==> src/rtl/soc_rst_seq.sv <==
// SoC reset sequencer: qualifies lock/aux/software reset sources, holds all domains
// in reset for a minimum time, then releases them in order from channel 0 up.
module soc_rst_seq #(
   parameter int NUM_CH      = 3,
   parameter int SYNC_STAGES = 2,
   parameter int DEBOUNCE    = 4,
   parameter int HOLD_CYCLES = 16,
   parameter int STAGE_DLY   = 4
) (
   input  logic              clk,
   input  logic              rst_n,
   input  logic              locked,
   input  logic              aux_rst_n,
   input  logic              sw_rst_req,
   input  logic              cause_clr,
   output logic [NUM_CH-1:0] rst_n_out,
   output logic              rst_active,
   output logic [3:0]        rst_cause
);

   localparam int HW = $clog2(HOLD_CYCLES + 1);
   localparam int SW = $clog2(STAGE_DLY + 1);
   localparam int CW = $clog2(NUM_CH + 1);
   localparam int DW = $clog2(DEBOUNCE + 1);
   localparam logic [HW-1:0] HOLD_LAST  = HW'(HOLD_CYCLES - 1);
   localparam logic [SW-1:0] STAGE_LAST = SW'(STAGE_DLY - 1);
   localparam logic [CW-1:0] CH_LAST    = CW'(NUM_CH - 1);
   localparam logic [DW-1:0] DEB_LAST   = DW'(DEBOUNCE - 1);

   typedef enum logic [1:0] {ST_ASSERT, ST_RELEASE, ST_RUN} state_t;

   state_t                 state_q, state_d;
   logic [SYNC_STAGES-1:0] lock_sync_q, aux_sync_q;
   logic [DW-1:0]          deb_cnt_q, deb_cnt_d;
   logic                   aux_act_q, aux_act_d;
   logic                   lock_seen_q;
   logic [HW-1:0]          hold_q, hold_d;
   logic [SW-1:0]          stage_q, stage_d;
   logic [CW-1:0]          ch_q, ch_d;
   logic [NUM_CH-1:0]      rst_n_out_q, rst_n_out_d;
   logic                   rst_active_q, rst_active_d;
   logic [3:0]             rst_cause_q, rst_cause_d;

   logic       locked_s, aux_s, trig;
   logic [3:0] cause_set;

   assign locked_s  = lock_sync_q[SYNC_STAGES-1];
   assign aux_s     = aux_sync_q[SYNC_STAGES-1];
   assign trig      = !locked_s | aux_act_q | sw_rst_req;
   // Lock loss is only a cause once lock has been seen; the power-on unlocked phase is POR.
   assign cause_set = {sw_rst_req, aux_act_q, !locked_s & lock_seen_q, 1'b0};

   always_comb begin
      deb_cnt_d = deb_cnt_q;
      aux_act_d = aux_act_q;
      if (aux_s) begin
         deb_cnt_d = '0;
         aux_act_d = 1'b0;
      end else if (!aux_act_q) begin
         if (deb_cnt_q == DEB_LAST) begin
            aux_act_d = 1'b1;
            deb_cnt_d = '0;
         end else begin
            deb_cnt_d = deb_cnt_q + 1'b1;
         end
      end
   end

   always_comb begin
      rst_cause_d = (cause_clr ? 4'b0000 : rst_cause_q) | (trig ? cause_set : 4'b0000);
   end

   always_comb begin
      state_d      = state_q;
      hold_d       = hold_q;
      stage_d      = stage_q;
      ch_d         = ch_q;
      rst_n_out_d  = rst_n_out_q;
      rst_active_d = rst_active_q;
      unique case (state_q)
         ST_ASSERT: begin
            rst_n_out_d  = '0;
            rst_active_d = 1'b1;
            if (trig) begin
               hold_d = '0;
            end else if (hold_q == HOLD_LAST) begin
               hold_d  = '0;
               stage_d = '0;
               if (NUM_CH == 1) begin
                  state_d      = ST_RUN;
                  rst_n_out_d  = '1;
                  rst_active_d = 1'b0;
               end else begin
                  state_d     = ST_RELEASE;
                  rst_n_out_d = NUM_CH'(1);
                  ch_d        = CW'(1);
               end
            end else begin
               hold_d = hold_q + 1'b1;
            end
         end
         ST_RELEASE: begin
            if (stage_q == STAGE_LAST) begin
               stage_d     = '0;
               rst_n_out_d = rst_n_out_q | (NUM_CH'(1) << ch_q);
               ch_d        = ch_q + 1'b1;
               if (ch_q == CH_LAST) begin
                  state_d      = ST_RUN;
                  rst_active_d = 1'b0;
               end
            end else begin
               stage_d = stage_q + 1'b1;
            end
         end
         default: ;
      endcase
      // Any trigger outside ASSERT aborts the sequence and pulls every domain back into reset.
      if (trig && state_q != ST_ASSERT) begin
         state_d      = ST_ASSERT;
         hold_d       = '0;
         stage_d      = '0;
         ch_d         = '0;
         rst_n_out_d  = '0;
         rst_active_d = 1'b1;
      end
   end

   always_ff @(posedge clk or negedge rst_n) begin
      if (!rst_n) begin
         state_q      <= ST_ASSERT;
         lock_sync_q  <= '0;
         aux_sync_q   <= '0;
         deb_cnt_q    <= '0;
         aux_act_q    <= 1'b0;
         lock_seen_q  <= 1'b0;
         hold_q       <= '0;
         stage_q      <= '0;
         ch_q         <= '0;
         rst_n_out_q  <= '0;
         rst_active_q <= 1'b1;
         rst_cause_q  <= 4'b0001;
      end else begin
         state_q      <= state_d;
         lock_sync_q  <= {lock_sync_q[SYNC_STAGES-2:0], locked};
         aux_sync_q   <= {aux_sync_q[SYNC_STAGES-2:0], aux_rst_n};
         deb_cnt_q    <= deb_cnt_d;
         aux_act_q    <= aux_act_d;
         lock_seen_q  <= lock_seen_q | locked_s;
         hold_q       <= hold_d;
         stage_q      <= stage_d;
         ch_q         <= ch_d;
         rst_n_out_q  <= rst_n_out_d;
         rst_active_q <= rst_active_d;
         rst_cause_q  <= rst_cause_d;
      end
   end

   assign rst_n_out  = rst_n_out_q;
   assign rst_active = rst_active_q;
   assign rst_cause  = rst_cause_q;

endmodule
==> config.mk <==
export PLATFORM = sky130hd
export DESIGN_NAME = soc_rst_seq
export DESIGN_NICKNAME = d
export VERILOG_FILES = /design/src/rtl/soc_rst_seq.sv
export SDC_FILE = /design/constraint.sdc
export NUM_CORES = 1
export LEC_CHECK = 0
export BUFFER_PORTS_ARGS = -buffer_cell sky130_fd_sc_hd__buf_2
export CORE_MARGIN = 2
export CORE_UTILIZATION = 56
export DETAILED_ROUTE_END_ITERATION = 8
export GPL_ROUTABILITY_DRIVEN = 0
export PLACE_DENSITY = 0.77
export REMOVE_ABC_BUFFERS = 1
export SLEW_MARGIN = 15
export SYNTH_ARGS = -nofsm -noshare
export SYNTH_HDL_FRONTEND = slang
export SYNTH_SLANG_ARGS = --single-unit
==> constraint.sdc <==
create_clock -name clk -period 1.55 [get_ports clk]
set_input_delay 0 -clock clk [delete_from_list [all_inputs] [get_ports clk]]
set_output_delay 0 -clock clk [all_outputs]
set_load 0.01 [all_outputs]
# Yosys cells after proc, flatten, opt, wreduce, memory -nomap -nowiden
# Cells that the tools add are included.
dict set report op_classes {
  n_reduce_logical 11
  n_mux 35
  bitwise 6
  eq_ne 10
  shift 1
  addsub 4
}
# op n
set op_table {}
lappend op_table {{two-way mux 3 bit} 9}
lappend op_table {{two-way mux 5 bit} 4}
lappend op_table {{two-way mux 2 bit} 7}
lappend op_table {{inequality test 3 bit, second input constant} 4}
lappend op_table {{case mux 3 bit (2 select lines)} 2}
lappend op_table {{two-way mux 1 bit} 8}
lappend op_table {{two-way mux 4 bit} 2}
lappend op_table {{case mux 2 bit (2 select lines)} 2}
lappend op_table {{adder 3 x 1 -> 3 bit, second input constant} 2}
lappend op_table {{equality test 3 x 2 -> 1 bit, second input constant} 2}
lappend op_table {{AND reduction 3 bit} 2}
lappend op_table {{adder 5 x 1 -> 5 bit, second input constant} 1}
lappend op_table {{equality test 5 x 4 -> 1 bit, second input constant} 1}
lappend op_table {{AND reduction 5 bit} 1}
lappend op_table {{OR 4 bit} 1}
lappend op_table {{AND reduction 4 bit} 1}
lappend op_table {{nonzero test 2 bit} 2}
lappend op_table {{OR 1 bit} 3}
lappend op_table {{OR 3 bit} 1}
lappend op_table {{nonzero test 3 bit} 1}
lappend op_table {{left shift 1 x 2 -> 3 bit, first input constant} 1}
lappend op_table {{adder 2 x 1 -> 2 bit, second input constant} 1}
lappend op_table {{equality test 2 x 1 -> 1 bit, second input constant} 1}
lappend op_table {{equality test 2 bit, second input constant} 1}
lappend op_table {{7 further kinds} 7}
dict set report word_totals {
  ff_bits 29
  out_inout_bits 8
  input_bits 6
}

# Depth between registers and ports, before layout
# Gate-level depths: netlist of the first run.
dict set report logic_depth {
  depth_word 6
  ltp_mapped 6
  ltp_nobuf 5
}

# Least setup slack after synthesis of the first run
# Ideal clock, no wire load.
dict set report synth_path {
  kind {register to register}
  startpoint {register aux_act_q}
  endpoint {register stage_q[2]}
  path_buffers 1
  setup_time_ns 0.119
  arrival_time_ns 1.267
  slack_ns 0.164
  period_less_slack_ns 1.386
  stages_incl_launch_ff 6
  required_ns 1.431
  path_cell_list {dfrtp_1 buf_6 or3b_4 nor2_1 o22ai_1 and2_1}
}
dict set report synth_between {
  elab_chain_cells 5
  elab_cells_between_ends 8
  classes_between {2 x eq/ne; 1 x mux; 2 x bitwise; 3 x reduce/logical}
}
# element line_no
set synth_lines {}
lappend synth_lines {{from (decl)} 35} ;# logic aux_act_q, aux_act_d;
lappend synth_lines {{from (signal assigned)} 147} ;# aux_act_q <= aux_act_d;
lappend synth_lines {{OR 1 bit (*) (2 in a row)} 49} ;# assign trig = !locked_s | aux_act_q | sw_rst_req;
lappend synth_lines {{logical AND 1 bit} 118} ;# if (trig && state_q != ST_ASSERT) begin
lappend synth_lines {{inequality test 3 bit (no source line) / nonzero test 3 bit (equally long branches)} -}
lappend synth_lines {{AND reduction 3 bit (no source line)} -}
lappend synth_lines {{to (signal assigned)} 150} ;# stage_q <= stage_d;
lappend synth_lines {{to (decl)} 38} ;# logic [SW-1:0] stage_q, stage_d;
# Every way passes the cells marked *; elsewhere a longest branch is shown, timed or not.
# A chain may end at the register's enable or synchronous reset.

# Worst setup path after layout of the first run
dict set report layout_path {
  startpoint {register stage_q[0]}
  endpoint {register ch_q[1]}
}
dict set report layout_between {
  elab_chain_cells 3
}
# element line_no
set layout_lines {}
lappend layout_lines {{equality test 3 x 2 -> 1 bit} 103} ;# if (stage_q == STAGE_LAST) begin
lappend layout_lines {{inequality test 3 bit (no source line)} -}
lappend layout_lines {{AND reduction 4 bit (no source line)} -}
lappend layout_lines {{to (signal assigned)} 151} ;# ch_q <= ch_d;
lappend layout_lines {{to (decl)} 39} ;# logic [CW-1:0] ch_q, ch_d;
# No other way between the ends.

==> key figures, run 1 <==
Status
  – Status: finished, final reports clean

Synthesis
  – Post-synthesis area per instance: 10.79 µm²
  – Mapped Area: 1316 µm²
  – Register bit total from synthesis: 29
  – Yosys warnings: 0
  – Async SR Flop Fraction: 1.000
  – Sequential fraction of the synthesis area: 0.5532
  – Main synth FF type: dfrtp_1
  – Post-synth cell types: 38
  – Synth Instances: 122
  – Post-synth EDFFs: 0

Finish
  – Fill cells: 154
  – Layout cells sized above 1: 0.2617
  – Layout area overhead: 17.40%
  – Fin nets: 160
  – Multi-input gate area: 535.5 µm²
  – Reg area: 729.5 µm²
  – ANT cells: 0

STA
  – Setup tns final: 0 ps
  – # setup viols final: 0
  – Final count of hold timing violations: 0
  – Count of final max-slew check failures: 0
  – Fmax achieved: 690.6 MHz
  – Worst Max-Slew Pin Slew: 629.5 ps
  – Fin Clk Skew: 8.977 ps
  – Final hold slack: 211.6 ps
  – RSZ-0062 raised after global routing: no
  – Max_slew headroom: 0.5803
  – Tcrit/Tclk final: 0.9342
  – Min Tclk post-route: 1448 ps

Power and ir drop
  – Net Switching: 346.0 µW
  – Maximum VDD drop: 837.5 µV
  – Power Density: 925.3 nW/µm²
  – Comb power frac: 0.103
  – Internal power: 1.084 mW
  – Lkg Pwr: 0.7463 nW
  – Reg power frac: 0.569
  – Sw Share: 0.2420
  – Clock power frac: 0.327

Worst setup path
  – CP max FO: 5
  – CP arrival: 1660 ps
  – CP cell instances: ha_2 -> nor3b_1 -> buf_4 -> a22o_1 -> a22oi_1 -> o32ai_1
  – CP max stage cell: dfrtp_1
  – Worst EP required: 1760 ps
  – Crit path launch type: flop
  – Count of buffer and inverter cells on the critical path: 1
  – Crit. End Element: flop
  – Critical path class: reg2reg
  – CP max stage delay: 420 ps
  – Crit-path leading delay family: flip-flops

Clocking
  – Clock-pin transition on the worst setup and hold timing paths: 80 ps
  – Clk sink count: 29
  – H-tree levels: 2
  – Root Driver: clkbuf_4
  – Clk_lat worst skew: 330 ps
  – Inserted Clock Buffers: 5
  – TritonCTS clock tree: yes
  – Max clock buf depth: 2

Min path
  – Min-delay worst type: in2async

GRT
  – Vias in the first global route: 1010
  – Met2 Use GR: 0.3604
  – Antenna violations before repair: 0
  – First-pass GRT wire length: 4416 µm
  – Grt met3 use: 0.06000
  – Total Routing Usage GR: 0.2332
  – Largest net degree at the start of global routing: 30
  – Top Usage Layer GRT: met2
  – GRT Residual Overflow: 0
  – Met1 global-route usage: 0.2726

Die
  – Die footprint: 2754 µm²
  – Die Wd: 52.48 µm
  – Initial Util: 0.5950
  – # rows: 17
  – I/O pin cnt: 14
  – Die Y: 52.48 µm
  – Core Box Area: 2212 µm²

Route
  – Post-DRT Antenna Nets: 0
  – Drt wl/cell: 14.86 µm
  – Vias per inst: 5.712
  – DR vias: 1011
  – First-pass iteration count of the detailed router: 4
  – Initial DRC count: 20
  – Drt total wl: 2631 µm
  – # DRC: 0

Flow run
  – MaxCap Viol Count: 0

Place
  – PortBufs: 13
  – Post-DP HPWL: 1822 µm
## cell usage after synthesis, types with 2 or more instances
master   instances  share of area
buf_2            3          0.011
nand3_1         11          0.042
nor3b_1          2          0.011
a22oi_1          2          0.011
nand4_1          3          0.014
nand2_1          7          0.020
inv_1            5          0.014
ha_1             6          0.057
a21oi_1          7          0.027
nor2b_1          4          0.019
dfrtp_1         27           0.51
nor2_1          11          0.031
buf_6            2          0.017
nor3_1           5          0.019
dfstp_2          2          0.040
or2_2            2         0.0095
a22o_1           2          0.013
## layout make-up
type | count | area share
sequential | 29 | 0.4721
inverter | 5 | 0.01215
multi-input combinational | 82 | 0.3466
timing repair buffer | 25 | 0.1085
clock buffer | 8 | 0.03806
tap | 28 | 0.02267
## cell families after synthesis
| group | synth area share |
|---|---|
| compound gates | 0.1055 |
| mux | 0.007605 |
| buf+inv | 0.04562 |
| fa+ha+maj | 0.05703 |
| simple gates | 0.2243 |
| xor+xnor | 0.006655 |
| flops | 0.5532 |
## registers in the layout (all words and copies together), names as in the netlist
| signal | count |
|---|---|
| aux_act_q | 1 |
| aux_sync_q | 2 |
| rst_cause | 4 |
| ch_q | 2 |
| stage_q | 3 |
| deb_cnt_q | 3 |
| lock_seen_q | 1 |
| lock_sync_q | 2 |
| hold_q | 5 |
| state_q | 2 |
| rst_n_out | 3 |
| rst_active | 1 |
## per-layer routing
| metal | part of all wire | wire, µm | up-vias |
|---|---|---|---|
| met2 | 0.50 | 1310 | 29 |
| met3 | 0.047 | 123 | 11 |
| li1 | - | - | 480 |
| met4 | 0.029 | 76 | 0 |
| met5 | 0 | 0 | - |
| met1 | 0.43 | 1121 | 491 |
## timing repair
| action | 4_1_cts | 5_1_grt |
|---|---|---|
| resized for setup | 0 | 4 |
| setup endpoints to repair | 0 | 3 |
| hold buffers | 5 | 0 |
| setup buffers | 0 | 1 |
| hold endpoints to repair | 34 | 0 |
## path summary, 6_finish.rpt
kind | slack (ps) | end | from | cells past startpoint
worst max-delay path | 100 | ch_q[1]$_DFFE_PN0P_ | stage_q[0]$_DFFE_PN0P_ | 6
worst min-delay path | 210 | hold_q[2]$_DFFE_PN0P_ | rst_n | 2
worst max register to register | 100 | ch_q[1]$_DFFE_PN0P_ | stage_q[0]$_DFFE_PN0P_ | 6
worst min register to register | 340 | lock_sync_q[1]$_DFF_PN0_ | lock_sync_q[0]$_DFF_PN0_ | 0
max in group asynchronous | 890 | hold_q[0]$_DFFE_PN0P_ | rst_n | 2
min in group clk | 310 | lock_sync_q[0]$_DFF_PN0_ | locked | 2
## power groups by stage
stage,sequential (mW),clock (mW),combinational (mW)
3_3_place_gp,0.825,0,0.130
5_1_grt,0.818,0.522,0.166
2_1_floorplan,0.833,0,0.0689
4_1_cts,0.814,0.494,0.149
6_report,0.814,0.468,0.148
3_5_place_dp,0.829,0,0.139
## per-stage QoR
step | worst slack [ps] | cells | area, µm² | util | total power [mW]
6_report | 102.0 | 177 | 1545 | 0.6985 | 1.430
5_1_grt | 12.83 | 177 | 1545 | 0.6985 | 1.506
4_1_cts | 57.88 | 176 | 1529 | 0.6912 | 1.457
3_5_place_dp | 53.93 | 163 | 1420 | 0.6420 | 0.9682
3_3_place_gp | 110.3 | 163 | 1420 | 0.6420 | 0.9548
2_1_floorplan | 130.7 | 116 | 1275 | - | 0.9017
## cell usage in the layout, fill, tap and decap left out, types with 2 or more instances in the layout
cell / netlist / routed
a21oi_1: 7 / 7
a22o_1: 2 / 2
a22oi_1: 2 / 2
buf_2: 3 / 13
buf_4: 0 / 7
clkbuf_1: 1 / 2
clkbuf_4: 0 / 5
dfrtp_1: 27 / 26
dfstp_2: 2 / 2
dlygate4sd3_1: 0 / 5
ha_1: 6 / 5
inv_1: 5 / 5
nand2_1: 7 / 7
nand3_1: 11 / 11
nand4_1: 3 / 3
nor2_1: 11 / 9
nor2_2: 0 / 2
nor2b_1: 4 / 4
nor3_1: 5 / 5
nor3b_1: 2 / 2
or2_2: 2 / 2
(Power assumes the default switching activity.)
==> inputs of run 2 (changes only) <==
--- a/config.mk
+++ b/config.mk
@@ -5,12 +5,12 @@
 export SDC_FILE = /design/constraint.sdc
 export NUM_CORES = 1
 export LEC_CHECK = 0
-export BUFFER_PORTS_ARGS = -buffer_cell sky130_fd_sc_hd__buf_2
 export CORE_MARGIN = 2
 export CORE_UTILIZATION = 56
 export DETAILED_ROUTE_END_ITERATION = 8
+export DONT_BUFFER_PORTS = 1
 export GPL_ROUTABILITY_DRIVEN = 0
-export PLACE_DENSITY = 0.77
+export PLACE_DENSITY = 0.71
 export REMOVE_ABC_BUFFERS = 1
 export SLEW_MARGIN = 15
 export SYNTH_ARGS = -nofsm -noshare
==> run 2 against run 1 <==
Combinational power down 12%. Critical path depth decreased by 1. Worst setup slack gained 17 ps. Clock skew up 2.0 ps. Count of clock-buffer cells in the layout decreased by 1. Sequential power grew 0.5%. Wire length fell by 10%. Critical path type unchanged.
==> key figures, run 2 (synthesis gave the netlist of run 1 again) <==
GRT
  – First-pass GRT wire length: 4071 µm
  – Antenna violations before repair: 0
  – Largest net degree at the start of global routing: 30
  – Vias in the first global route: 928
  – Total Routing Usage GR: 0.2110
  – GRT Residual Overflow: 0

STA
  – Worst setup margin: 119.1 ps
  – Final count of hold timing violations: 0
  – Final hold slack: 105.4 ps
  – Min Tclk post-route: 1431 ps
  – RSZ-0062 raised after global routing: no
  – Fin Clk Skew: 10.95 ps
  – Max_slew headroom: 0.7577
  – # setup viols final: 0
  – Worst Max-Slew Pin Slew: 362.2 ps
  – Tcrit/Tclk final: 0.9232
  – Fmax achieved: 698.9 MHz
  – Count of final max-slew check failures: 0
  – Setup tns final: 0 ps

Power and ir drop
  – Internal power: 1.030 mW
  – Total power: 1.374 mW
  – Sw Share: 0.2500
  – Power Density: 932.7 nW/µm²
  – Maximum VDD drop: 754.4 µV
  – Clock power frac: 0.310
  – Comb power frac: 0.095
  – Lkg Pwr: 0.6936 nW
  – Reg power frac: 0.596
  – Net Switching: 343.3 µW

Clocking
  – Clk_lat worst skew: 330 ps
  – Clock-pin transition on the worst setup and hold timing paths: 90 ps
  – H-tree levels: 2
  – Clk sink count: 29
  – Setup Fix Bufs, Post-CTS: 0
  – Inserted Clock Buffers: 5
  – Max clock buf depth: 2
  – TritonCTS clock tree: yes
  – Root Driver: clkbuf_4

Route
  – # DRC: 0
  – Post-DRT Antenna Nets: 0
  – Routed met2 length: 1031 µm
  – Met3 WL: 136 µm
  – Initial DRC count: 24
  – Drt total wl: 2359 µm
  – Drt wl/cell: 14.47 µm
  – Wire length on met1: 1128 µm
  – DR vias: 958
  – Vias per inst: 5.877
  – First-pass iteration count of the detailed router: 4
  – Top sig layer: met4

Worst setup path
  – CP max stage delay: 420 ps
  – CP max stage cell: dfrtp_1
  – Crit-path leading delay family: simple AND/OR/NAND/NOR gates
  – Crit. Startpoint: stage_q[0]$_DFFE_PN0P_
  – Crit path launch type: flop
  – Crit. End Element: flop
  – R2R Path Start: stage_q[0]$_DFFE_PN0P_
  – CP max FO: 4
  – CP arrival: 1700 ps
  – Worst EP required: 1820 ps
  – Critical path class: reg2reg
  – CP cell instances: ha_1 -> nor3b_2 -> buf_4 -> or3_1 -> nand3_1
  – Count of buffer and inverter cells on the critical path: 1

Finish
  – Largest reg by FF count: hold_q
  – Fin nets: 146
  – Most frequent cells in the layout: 27 x dfrtp_1, 11 x nor2_1, 11 x nand3_1, 7 x a21oi_1, 7 x nand2_1
  – Commonest non-fill, non-tap cell in the layout: dfrtp_1
  – Fill cells: 187
  – Finished Cell Area: 1473 µm²
  – ANT cells: 0
  – Layout area overhead: 11.88%
  – Layout cells sized above 1: 0.1630
  – Max reg flops: 5

Die
  – Die footprint: 2754 µm²
  – Die Y: 52.48 µm
  – I/O pin cnt: 14
  – Core Box Area: 2212 µm²
  – # rows: 17
  – Die Wd: 52.48 µm
  – Initial Util: 0.5950

Min path
  – Min-delay worst type: in2async

Flow run
  – MaxCap Viol Count: 0

Status
  – Status: finished, final reports clean

Place
  – PortBufs: 0
  – Post-Place Worst Slack: 109.3 ps
  – Post-DP HPWL: 1670 µm
  – Placed instance area: 1348 µm²
==> run 2: layer usage <==
metal,vias to the layer above,GRT usage
li1,459,-
met1,468,0.2734
met2,24,0.3104
met3,7,0.06000
met4,0,0.1282
met5,-,0
==> run 2: layout make-up <==
class | count | area, µm² | area share
clock buffers | 7 | 45.04 | 0.03059
inverters | 5 | 18.77 | 0.01274
clock inverters | 1 | 5.005 | 0.003398
well taps | 28 | 35.03 | 0.02379
flip-flops and latches | 29 | 728.2 | 0.4945
multi-input cells | 82 | 533.0 | 0.3619
repair buffers | 11 | 107.6 | 0.07307
==> run 2: per-stage QoR <==
stage | instances | utilization
after floorplan | 116 | -
after global placement | 149 | 0.6092
after detailed placement | 149 | 0.6092
after CTS | 163 | 0.6635
after global routing | 163 | 0.6657
final | 163 | 0.6657
==> run 2: path summary, 6_finish.rpt <==
check | slack, ps | to | depth (start not counted)
min reg2reg | 360 | aux_sync_q[1]$_DFF_PN0_ | 0
max | 120 | ch_q[0]$_DFFE_PN0P_ | 5
min | 110 | ch_q[1]$_DFFE_PN0P_ | 2
min in group clk | 230 | lock_sync_q[0]$_DFF_PN0_ | 1
max in group asynchronous | 1200 | rst_cause[0]$_DFFE_PN1P_ | 2
max reg2reg | 120 | ch_q[0]$_DFFE_PN0P_ | 5
==> run 2: power by group through the flow <==
stage	Combinational, mW	Sequential [mW]	Clock (mW)
2_1_floorplan	0.0689	0.833	0
3_3_place_gp	0.0957	0.832	0
3_5_place_dp	0.101	0.834	0
4_1_cts	0.134	0.819	0.441
5_1_grt	0.147	0.824	0.473
6_report	0.130	0.818	0.425
==> run 2: what timing repair did <==
action | 4_1_cts | 5_1_grt
gates resized for setup | 0 | 1
setup endpoints to repair | 0 | 5
endpoints found under the hold margin | 41 | 0
hold buffers | 6 | 0
==> inputs of run 3 (changes only) <==
--- a/config.mk
+++ b/config.mk
@@ -11,6 +11,7 @@
 export DONT_BUFFER_PORTS = 1
 export GPL_ROUTABILITY_DRIVEN = 0
 export PLACE_DENSITY = 0.71
+export RECOVER_POWER = 100
 export REMOVE_ABC_BUFFERS = 1
 export SLEW_MARGIN = 15
 export SYNTH_ARGS = -nofsm -noshare
==> run 3 against run 2 <==
Non-clock buffer count unchanged. Clock power is essentially flat. Clock skew barely moved. Final cell count unchanged. Die area unchanged. Combinational power down 7%. Worst hold slack gained 120 ps. Critical path type unchanged. Critical endpoint is now stage_q[2]$_DFFE_PN0P_.
==> key figures, run 3 (synthesis gave the netlist of run 1 again) <==
STA
  – Final count of hold timing violations: 0
  – Final hold slack: 227.4 ps
  – RSZ-0062 raised after global routing: no
  – Fmax achieved: 698.7 MHz
  – Setup tns final: 0 ps
  – Count of final max-slew check failures: 0
  – Tcrit/Tclk final: 0.9234
  – # setup viols final: 0
  – Min Tclk post-route: 1431 ps
  – Worst Max-Slew Pin Slew: 696.8 ps
  – Fin Clk Skew: 10.98 ps
  – Max_slew headroom: 0.5355

GRT
  – Vias in the first global route: 928
  – First-pass GRT wire length: 4071 µm
  – Total Routing Usage GR: 0.2110
  – Antenna violations before repair: 0
  – GRT Residual Overflow: 0
  – Largest net degree at the start of global routing: 30

Finish
  – Fill cells: 191
  – Largest reg by FF count: hold_q
  – Finished Cell Area: 1445 µm²
  – Fin nets: 146
  – ANT cells: 0
  – Reg area: 728.2 µm²
  – Most frequent cells in the layout: 27 x dfrtp_1, 11 x nor2_1, 11 x nand3_1, 7 x a21oi_1, 7 x nand2_1
  – Multi-input gate area: 530.5 µm²
  – Layout area overhead: 9.791%
  – Layout cells sized above 1: 0.1259
  – Commonest non-fill, non-tap cell in the layout: dfrtp_1
  – Max reg flops: 5

Clocking
  – H-tree levels: 2
  – TritonCTS clock tree: yes
  – Clk sink count: 29
  – Inserted Clock Buffers: 5
  – Clock-pin transition on the worst setup and hold timing paths: 90 ps
  – Root Driver: clkbuf_4
  – Setup Fix Bufs, Post-CTS: 0
  – Clk_lat worst skew: 330 ps
  – Max clock buf depth: 2

Route
  – First-pass iteration count of the detailed router: 4
  – Vias per inst: 5.840
  – Drt total wl: 2367 µm
  – Drt wl/cell: 14.52 µm
  – # DRC: 0
  – Post-DRT Antenna Nets: 0
  – Initial DRC count: 20
  – DR vias: 952

Worst setup path
  – Crit. End Element: flop
  – CP arrival: 1660 ps
  – Crit path launch type: flop
  – CP max FO: 6
  – RR Endpoint: stage_q[2]$_DFFE_PN0P_
  – R2R Path Start: aux_act_q$_DFF_PN0_
  – R2R Setup Slk: 120 ps
  – Critical path class: reg2reg
  – Worst EP required: 1780 ps
  – R2R cell count: 4

Place
  – Post-DP HPWL: 1670 µm
  – Placed instance area: 1348 µm²
  – PortBufs: 0

Power and ir drop
  – Lkg Pwr: 0.6768 nW
  – Power Density: 942.8 nW/µm²
  – Maximum VDD drop: 753.7 µV

Min path
  – Hold path endpoint: lock_sync_q[0]$_DFF_PN0_
  – Worst hold path stage count: 1
  – Hold Path Origin: locked
  – Min-delay worst type: in2reg

Die
  – Die Wd: 52.48 µm
  – Die footprint: 2754 µm²
  – I/O pin cnt: 14
  – Initial Util: 0.5950
  – Core Box Area: 2212 µm²
  – Die Y: 52.48 µm
  – # rows: 17

Status
  – Status: finished, final reports clean

Flow run
  – MaxCap Viol Count: 0
[run 3: worst max-delay path: stages (launching register included)]
cell and delay, ps:
dfrtp_1 380, or3b_1 470, nor2_1 220, o22ai_1 110, and2_0 160
[run 3: through the flow]
step                      total power, mW  std cells  worst slack (ps)    util
after floorplan                    0.9017        116             130.7       -
after global placement             0.9279        149             105.2  0.6092
after detailed placement           0.9351        149             109.3  0.6092
after CTS                           1.394        163             77.09  0.6635
after global routing                1.434        163             21.22  0.6533
final                               1.363        163             118.7  0.6533
[run 3: per-layer routing]
layer | track usage | share of wire | vias to the layer above
met5 | 0 | 0 | -
met1 | 0.2734 | 0.49 | 466
met3 | 0.06000 | 0.037 | 7
met4 | 0.1282 | 0.027 | 0
met2 | 0.3104 | 0.44 | 19
li1 | - | - | 460
[run 3: repair_timing]
action / in CTS / in global routing
endpoints found under the hold margin: 41 / 0
resized for setup: 0 / 1
hold buffers: 6 / 0
setup endpoints to repair: 0 / 5
[run 3: worst max-delay path by stage]
stage	startpoint	to	cells past startpoint
6_report	aux_act_q$_DFF_PN0_	stage_q[2]$_DFFE_PN0P_	4
5_1_grt	hold_q[0]$_DFFE_PN0P_	stage_q[2]$_DFFE_PN0P_	5
4_1_cts	stage_q[0]$_DFFE_PN0P_	rst_n_out[2]$_DFFE_PN0P_	5
3_5_place_dp	stage_q[0]$_DFFE_PN0P_	rst_n_out[2]$_DFFE_PN0P_	5
3_3_place_gp	stage_q[0]$_DFFE_PN0P_	rst_n_out[1]$_DFFE_PN0P_	5
2_1_floorplan	aux_act_q$_DFF_PN0_	stage_q[2]$_DFFE_PN0P_	4
[run 3: area by class of cell]
cell class                 instances  share of cell area
tap                               28             0.02424
clock inverter                     1            0.003463
timing repair buffer              11             0.05714
inverter                           5             0.01299
sequential                        29              0.5039
clock buffer                       7             0.03117
multi-input combinational         82              0.3671
[run 3: where the power goes]
group | total, mW | switching [mW] | internal [mW]
Sequential | 0.817 | 0.0274 | 0.790
Combinational | 0.121 | 0.0660 | 0.0545
Clock | 0.425 | 0.248 | 0.176
